===== src/rtl/seq_program_top.sv =====
// Fixed four-step register program: runs once after reset release,
// then parks in DONE with the results held on a/b/c/d.
module seq_program_top #(
  parameter int unsigned WIDTH  = 8,
  parameter int unsigned A_INIT = 5,
  parameter int unsigned B_INIT = 9
) (
  input  logic             clk,
  input  logic             rst,
  output logic [WIDTH-1:0] a,
  output logic [WIDTH-1:0] b,
  output logic [WIDTH-1:0] c,
  output logic [WIDTH-1:0] d
);

  localparam logic [WIDTH-1:0] AI  = WIDTH'(A_INIT);
  localparam logic [WIDTH-1:0] BI  = WIDTH'(B_INIT);
  localparam logic [WIDTH-1:0] ONE = WIDTH'(1);

  typedef enum logic [2:0] {
    START,
    S0,
    S1,
    S2,
    S3,
    DONE
  } state_e;

  state_e           state_q, state_d;
  logic [WIDTH-1:0] a_q, a_d;
  logic [WIDTH-1:0] b_q, b_d;
  logic [WIDTH-1:0] c_q, c_d;
  logic [WIDTH-1:0] d_q, d_d;

  always_ff @(posedge clk or negedge rst) begin
    if (!rst) begin
      state_q <= START;
      a_q     <= '0;
      b_q     <= '0;
      c_q     <= '0;
      d_q     <= '0;
    end else begin
      state_q <= state_d;
      a_q     <= a_d;
      b_q     <= b_d;
      c_q     <= c_d;
      d_q     <= d_d;
    end
  end

  // START performs the S0 load itself, so S0 is only a fallback encoding.
  always_comb begin
    state_d = state_q;
    a_d     = a_q;
    b_d     = b_q;
    c_d     = c_q;
    d_d     = d_q;
    unique case (state_q)
      START, S0: begin
        a_d     = AI;
        b_d     = BI;
        c_d     = '0;
        d_d     = '0;
        state_d = S1;
      end
      S1: begin
        a_d     = a_q + b_q;
        c_d     = b_q;
        state_d = S2;
      end
      S2: begin
        b_d     = '0;
        c_d     = c_q - BI;
        state_d = S3;
      end
      S3: begin
        d_d     = ONE;
        state_d = DONE;
      end
      DONE: begin
        state_d = DONE;
      end
      default: begin
        state_d = START;
      end
    endcase
  end

  assign a = a_q;
  assign b = b_q;
  assign c = c_q;
  assign d = d_q;

endmodule


===== config.mk =====
export PLATFORM = sky130hd
export DESIGN_NAME = seq_program_top
export DESIGN_NICKNAME = d
export VERILOG_FILES = /design/src/rtl/seq_program_top.sv
export SDC_FILE = /design/constraint.sdc
export NUM_CORES = 1
export LEC_CHECK = 0
export CAP_MARGIN = 20
export CORE_MARGIN = 2
export CORE_UTILIZATION = 50
export DETAILED_ROUTE_END_ITERATION = 8
export PLACE_DENSITY_LB_ADDON = 0.05
export RECOVER_POWER = 100
export SLEW_MARGIN = 20
export SYNTH_ARGS = -nofsm -noshare
export SYNTH_HDL_FRONTEND = slang
export SYNTH_SLANG_ARGS = --single-unit

===== constraint.sdc =====
create_clock -name clk -period 3.5 [get_ports clk]
set_input_delay 0.7 -clock clk [delete_from_list [all_inputs] [get_ports clk]]
set_output_delay 0.7 -clock clk [all_outputs]
set_load 0.005 [all_outputs]

==> flow_summary.toml, run 1 <==
[outcome]
outcome = "complete, no violations"

[yosys]
synthesis.area_sq_um = 1210
synthDominantCellAreaShare_pct = 43.43
yosysWarningCount = 0
seq_area_frac_synth_pct = 43.43
synth_edf_count = 0
syn_inst = 129
synthFlopType = "dfrtp_1"
post_synth_num_cell_types = 41
synth_area_per_cell_sq_um = 9.379
yosysMostFrequentCell = "dfrtp_1"
synth_largest_area_cell = "dfrtp_1"
yosys-top-cells-count = "dfrtp_1 (21), buf_4 (14), nor2_1 (8)"
async_reset_ff_share_pct = 100.0
synth_area_leaders = "dfrtp_1 (43%), buf_4 (8.7%), ha_1 (4.1%)"
synth-seq-cells = 21

[die]
rows = 17
core_area_sq_um = 2255
die_area_sq_um = 2829
io_pins = 34
die-width_um = 53.19
start_util_pct = 53.66
die_h_um = 53.19

[grt]
grt_remaining_overflow = 0
antenna_found_initial = 0
grt.total_usage_pct = 19.01
grt_pass1_vias = 891
grt_start_max_net_pins = 24
grt_first_pass_wirelength_um = 3891

[timing]
fin_ws_ns = 1.374
worst_pin_slew_ns = 0.9594
rsz0062_at_grt = "no"
hold_ws_ns = 0.5167
fin_skew_ns = 0.01364
finalCritPeriodShare_pct = 60.74
slew_viol_final = 0
finalHoldViolCount = 0
setup_violations = 0
period_needed_ns = 2.126
fin_tns_setup_ns = 0
max_freq_ghz = 0.4704
slew_headroom_pct = 35.83

[setup_path]
worstPathMaxFanout = 8
worstSetupEndpointType = "primary output"
r2r-start = "b[0]"
path_cells = "dlygate4sd3_1"
path_class = "register to primary output"
cp.arrival_ns = 1.43
path_buf_inv = 1
startpoint_type = "register"
crit_start = "c[3]"
cp_num_cells = 1
cp_slowest_cell = "dlygate4sd3_1"
critPathMaxStageDelay_ns = 0.61
cp_top_family = "buffers and inverters"
crit_required_ns = 2.80
ff2ff_path_depth = 6

[cells_and_area]
nFillCells = 214
regArea_sq_um = 525.5
final_core_util_pct = 61.49
final_cells = 174
syn_to_final_growth_pct = 14.58
final_layout_size_suffix_gt1_share_pct = 4.110
fin_area_sq_um = 1386
antenna_cells = 0
multiInputGateArea_sq_um = 579.3
fin_nets = 153

[pwr]
peakVddDrop_mv = 0.2183
cellPowerDensity_nw_per_um2 = 267.6
leakagePower_nw = 0.6609
power_uw = 371.0

[placement]
place_ws_ns = 1.567
dp_cells = 170
routabilityCongestion = 0.7547
dp_hpwl_um = 1673
dpl_cell_area_sq_um = 1363
portBuffers = 20

[routing]
drt-initial-drc-count = 12
detail-route-antenna-nets = 0
via_count = 958
drc = 0
wirelength_um = 2375
routed_via_density = 5.506
wl_per_cell_um = 13.65
dr.pass1.iters = 4

[clock_network]
cts_resized = 0
cts_buffer_depth = 2
cts_tree = "yes"
postCtsHoldBufs = 0
clk_pin_slew_worst_paths_ns = 0.13
cts_setup_buffers = 0
cts_max_level = 1
cts-buffers-inserted = 3
cts-root-buf = "clkbuf_4"
insertion_delay_ns = 0.31
clock_sinks = 21

[min_path]
hold_path.class = "register to register"
min_path_cells = 1
min_from = "d[0]"

[run]
maxCapViolations = 0
## cells by family (layout without fill, tap and decap cells)
logic type,count (synthesis),after routing,synth area share (%)
adders and majority gates,4,4,4.137
xor gates and xnor gates,1,1,0.7240
AOI/OAI and AO/OA,40,40,22.23
buffers and inverters,24,29,12.10
DFF,21,21,43.43
muxes,1,1,0.9306
and+or+nand+nor,37,37,16.13
other,1,13,0.3099
## cells in the final DEF (no fill, tap or decap)
| cell | count |
|---|---|
| a2bb2oi_1 | 2 |
| nand2b_2 | 1 |
| o31ai_2 | 1 |
| o31ai_1 | 1 |
| o211ai_1 | 2 |
| a21oi_1 | 7 |
| a21o_1 | 2 |
| nor3b_1 | 1 |
| nand2_1 | 7 |
| a221o_1 | 1 |
| a22o_1 | 3 |
| nor2_1 | 8 |
| clkbuf_4 | 3 |
| nor4_1 | 1 |
| o21ai_1 | 2 |
| a41o_1 | 1 |
| or4_1 | 2 |
| o21ai_0 | 10 |
| conb_1 | 13 |
| a21bo_1 | 1 |
| nand3_1 | 5 |
| mux2_1 | 1 |
| nor3_1 | 3 |
| nor2b_1 | 3 |
| inv_1 | 5 |
| dlygate4sd3_1 | 20 |
| xor2_1 | 1 |
| ha_1 | 4 |
| a31oi_1 | 3 |
| nand3b_1 | 1 |
| nand2b_1 | 3 |
| a22oi_1 | 1 |
| o2111ai_1 | 1 |
| dfrtp_1 | 21 |
| or3_1 | 1 |
| clkinv_2 | 1 |
| and3_1 | 1 |
| o22ai_1 | 1 |
| o22a_1 | 1 |
## per-layer routing
layer | routed length (um) | GRT usage (%)
met1 | 1189 | 25.75
met2 | 1088 | 30.42
met3 | 81 | 2.542
met4 | 16 | 7.692
met5 | 0 | 0
## worst register-to-register path, delay by kind of cell (launching register included)
| kind | cells | cell delay [ns] |
|---|---|---|
| adders and majority gates | 2 | 0.42 |
| muxes | 1 | 0.34 |
| AOI/OAI and AO/OA | 2 | 0.30 |
| DFF | 1 | 0.48 |
| and+or+nand+nor | 1 | 0.23 |
## power by group
part	switching (mW)	internal [mW]	leakage, nW
Clock	0.0771	0.0426	0.0177
Sequential	0	0.243	0.262
Combinational	0.00797	0.000743	0.381
## flip-flops by register name, indices dropped and copies added, names as in the netlist
signal and cells:
b 1, d 1, c 8, state_q 3
a 8
## layout make-up
class                   instances  area share, %
well taps                      28          2.527
inverters                       5          1.354
clock buffers                   3          1.625
multi-input cells              96          41.79
flip-flops and latches         21          37.91
repair buffers                 20          14.44
clock inverters                 1         0.3610
## path summary, 6_finish.rpt
check                      slack (ns)          to
setup / recovery                 1.37        c[3]
hold / removal                   0.52        d[0]
setup reg to reg                 1.62        a[6]
hold reg to reg                  0.52        d[0]
max in group asynchronous        1.94  state_q[0]
min in group asynchronous        0.97        c[0]
(Power assumes the default switching activity.)
==> inputs of run 2 (changes only) <==
--- a/config.mk
+++ b/config.mk
@@ -7,7 +7,7 @@
 export LEC_CHECK = 0
 export CAP_MARGIN = 20
 export CORE_MARGIN = 2
-export CORE_UTILIZATION = 50
+export CORE_UTILIZATION = 47
 export DETAILED_ROUTE_END_ITERATION = 8
 export PLACE_DENSITY_LB_ADDON = 0.05
 export RECOVER_POWER = 100
==> constraint.sdc (replaced) <==
create_clock -name clk -period 2.2 [get_ports clk]
set_input_delay 0.44 -clock clk [delete_from_list [all_inputs] [get_ports clk]]
set_output_delay 0.44 -clock clk [all_outputs]
set_load 0.005 [all_outputs]
==> run 2 against run 1 <==
Non-clock buffer count is 2 higher; register-to-register slack got worse by 1.3 ns; sequential power increased by 59%; die area rose by 5.9%; power up 60%; clock skew down 0.0081 ns; clock power is 62% higher; setup slack got worse by 1.0 ns; via count rose by 2.0%.
==> flow_summary.toml, run 2 (synthesized netlist as in run 1, its figures left out) <==
[cells_and_area]
nFillCells = 234
regArea_sq_um = 525.5
syn_to_final_growth_pct = 15.41
final_common_cell = "dfrtp_1"
final_layout_size_suffix_gt1_share_pct = 4.730
fin_nets = 155
fin_area_sq_um = 1396
antenna_cells = 0
mostFrequentLayoutCells = "dfrtp_1 (21), dlygate4sd3_1 (20), conb_1 (13)"
multiInputGateArea_sq_um = 579.3

[die]
die-width_um = 54.74
core_area_sq_um = 2455
start_util_pct = 49.29
die_h_um = 54.74
die_area_sq_um = 2996
io_pins = 34
rows = 18

[setup_path]
crit_required_ns = 2.41
ff2ff_path_depth = 6
r2r_slack_ns = 0.35
path_class = "register to register"
worstSetupEndpointType = "register"
startpoint_type = "register"
r2r-start = "b[0]"
cp.arrival_ns = 2.06
reg2reg_to = "a[6]"
worstPathMaxFanout = 8

[routing]
wl_per_cell_um = 13.33
routed_via_density = 5.489
drc = 0
via_count = 977
detail-route-antenna-nets = 0
wirelength_um = 2372
drt-initial-drc-count = 12
dr.pass1.iters = 4

[timing]
finalHoldViolCount = 0
worst_pin_slew_ns = 1.153
slew_headroom_pct = 23.10
period_needed_ns = 1.851
max_freq_ghz = 0.5403
setup_violations = 0
finalCritPeriodShare_pct = 84.13
fin_ws_ns = 0.3491
rsz0062_at_grt = "no"
slew_viol_final = 0
fin_tns_setup_ns = 0
fin_skew_ns = 0.005560

[min_path]
min_path_cells = 1
min_to = "d[0]"
min_from = "d[0]"
hold_path.class = "register to register"

[clock_network]
clk_pin_slew_worst_paths_ns = 0.13
cts_resized = 0
cts-root-buf = "clkbuf_4"
insertion_delay_ns = 0.31
cts_setup_buffers = 0
postCtsHoldBufs = 0
cts_tree = "yes"
cts-buffers-inserted = 3
clock_sinks = 21
cts_buffer_depth = 2
cts_max_level = 1

[placement]
dpl_cell_area_sq_um = 1380
dp_hpwl_um = 1672
routabilityCongestion = 0.8129
place_ws_ns = 0.3474
portBuffers = 20

[grt]
grt_remaining_overflow = 0
gr-usage-met3_pct = 2.732
grt_first_pass_wirelength_um = 4084
antenna_found_initial = 0
grt_start_max_net_pins = 22
grt.total_usage_pct = 19.03
met2_usage_pct = 28.17
globalRouteMet1Util_pct = 27.60
busiest_layer = "met2"
grt_pass1_vias = 892

[pwr]
peakVddDrop_mv = 0.2908
leakagePower_nw = 0.6609
cellPowerDensity_nw_per_um2 = 425.4
power_uw = 594.0

[outcome]
outcome = "complete, no violations"

[run]
maxCapViolations = 0
[run 2: report_power, final]
group	internal (mW)	leakage, nW	total, mW	switching (mW)
registers	0.386	0.262	0.386	0
logic	0.00152	0.381	0.0144	0.0129
clock network	0.0678	0.0177	0.194	0.126
[run 2: worst max path at each step]
stage	depth (start not counted)	endpoint	slack, ns	startpoint
after floorplan	6	a[6]	0.48	b[0]
after CTS	6	a[6]	0.32	b[0]
after global routing	6	a[6]	0.17	b[0]
after global placement	6	a[6]	0.41	b[0]
after detailed placement	6	a[6]	0.35	b[0]
final	6	a[6]	0.35	b[0]
[run 2: worst max-delay path, cell delays in order (launching register included)]
cell     delay (ns)
dfrtp_1        0.47
ha_1           0.23
ha_1           0.17
a31oi_1        0.11
nor3b_1        0.25
mux2_1         0.35
a22o_1         0.18
[run 2: cell type report]
class                      count  share of cell area, %
inverter                       5                  1.344
clock inverter                 1                 0.3584
sequential                    21                  37.63
timing repair buffer          22                  14.87
multi-input combinational     96                  41.49
tap                           30                  2.688
clock buffer                   3                  1.613
[run 2: stage by stage]
stage	hold slack [ns]	instances	utilization, %
after floorplan	0.1444	141	-
after global placement	0.4884	174	56.22
after detailed placement	0.4957	174	56.22
after CTS	0.4630	178	57.34
after global routing	0.5398	178	56.88
final	0.5129	178	56.88
[run 2: routing by layer]
layer  share of wire, %  up-vias
met5                  0        -
met4               0.84        0
met3                3.8        2
met2                 46       23
met1                 49      473
li1                   -      479
==> inputs of run 3 (changes only) <==
==> constraint.sdc (replaced) <==
create_clock -name clk -period 1.8 [get_ports clk]
set_input_delay 0.36 -clock clk [delete_from_list [all_inputs] [get_ports clk]]
set_output_delay 0.36 -clock clk [all_outputs]
set_load 0.005 [all_outputs]
==> run 3 against run 2 <==
Sequential share of layout area decreased by 1.3 points; utilization increased by 2.1 points; critical path depth decreased by 4; setup slack got worse by 0.27 ns; die area unchanged; hold slack improved by 0.0043 ns; register-to-register slack got worse by 0.26 ns; sequential cell count unchanged; clock power increased by 19%; critical endpoint is now b[0]; clock skew decreased by 0.0022 ns; combinational power increased by 26%.
==> flow_summary.toml, run 3 (synthesized netlist as in run 1, its figures left out) <==
[clock_network]
insertion_delay_ns = 0.30
cts_tree = "yes"
postCtsHoldBufs = 0
cts-buffers-inserted = 3
cts_max_level = 1
cts_buffer_depth = 2
cts-root-buf = "clkbuf_4"
clock_sinks = 21
clk_pin_slew_worst_paths_ns = 0.12

[die]
start_util_pct = 49.29
die-width_um = 54.74
die_area_sq_um = 2996
die_h_um = 54.74
rows = 18
io_pins = 34
core_area_sq_um = 2455

[grt]
grt_pass1_vias = 922
grt.total_usage_pct = 19.21
grt_first_pass_wirelength_um = 4167
antenna_found_initial = 0
grt_remaining_overflow = 0
grt_start_max_net_pins = 22

[cells_and_area]
multiInputGateArea_sq_um = 593.1
syn_to_final_growth_pct = 19.75
final_core_util_pct = 59.02
final_common_cell = "dfrtp_1"
final_cells = 183
final_layout_size_suffix_gt1_share_pct = 10.46
regArea_sq_um = 526.8
fin_nets = 160
antenna_cells = 0
mostFrequentLayoutCells = "dfrtp_1 (20), conb_1 (13), dlygate4sd3_1 (13)"
fin_area_sq_um = 1449
nFillCells = 240

[placement]
portBuffers = 20
place_ws_ns = 0.01891
routabilityCongestion = 0.8338
dpl_cell_area_sq_um = 1410
dp_hpwl_um = 1776
dp_cells = 178

[routing]
wirelength_um = 2474
routed_via_density = 5.339
dr.pass1.iters = 4
wl_per_cell_um = 13.52
drt-initial-drc-count = 17
drc = 0
via_count = 977
detail-route-antenna-nets = 0

[setup_path]
cp.arrival_ns = 1.36
path_class = "register to primary output"
ff2ff_path_depth = 5
worstPathMaxFanout = 6
startpoint_type = "register"
crit_required_ns = 1.44
worstSetupEndpointType = "primary output"

[outcome]
outcome = "complete, no violations"

[timing]
max_freq_ghz = 0.5825
slew_headroom_pct = 22.81
finalCritPeriodShare_pct = 95.37
hold_ws_ns = 0.5172
worst_pin_slew_ns = 1.158
rsz0062_at_grt = "yes"
fin_tns_setup_ns = 0
fin_skew_ns = 0.003343
finalHoldViolCount = 0
slew_viol_final = 0
setup_violations = 0
fin_ws_ns = 0.08338
period_needed_ns = 1.717

[pwr]
peakVddDrop_mv = 0.3507
cellPowerDensity_nw_per_um2 = 497.7
power_uw = 721.1
leakagePower_nw = 0.6715

[min_path]
hold_path.class = "register to register"
min_path_cells = 1

[run]
maxCapViolations = 0
-- run 3: path summary, 6_finish.rpt --
| check | startpoint | endpoint | slack, ns |
|---|---|---|---|
| worst max-delay path | b[0] | b[0] | 0.08 |
| worst min-delay path | a[7] | a[7] | 0.52 |
| worst max register to register | b[0] | a[7] | 0.09 |
| worst min register to register | a[7] | a[7] | 0.52 |
| max in group asynchronous | rst | c[3] | 0.32 |
| min in group asynchronous | rst | a[2] | 0.72 |
-- run 3: power by group --
part	switching (mW)	internal [mW]
registers	0	0.472
logic	0.0159	0.00228
clock network	0.149	0.0827
total	0.164	0.557
-- run 3: cell type report --
cell class | instances | area share, %
clock buffers | 3 | 1.554
inverters | 5 | 1.295
well taps | 30 | 2.591
repair buffers | 27 | 16.93
multi-input cells | 96 | 40.93
flip-flops and latches | 21 | 36.36
clock inverters | 1 | 0.3454
-- run 3: worst max-delay path, stage by stage (launching register included) --
cell             delay [ns]
dfrtp_1                0.41
buf_4                  0.15
clkdlybuf4s50_1        0.49
-- run 3: repair_timing --
item | 4_1_cts | 5_1_grt
setup endpoints to repair | 1 | 2
gates resized for setup | 1 | 3
pin swaps | 0 | 1
buffers inserted | 0 | 1
-- run 3: layer usage --
layer,part of all wire [%],vias up,track usage [%]
li1,-,491,-
met1,49,465,26.11
met2,47,19,31.15
met3,3.6,2,2.732
met4,0.61,0,6.250
met5,0,-,0
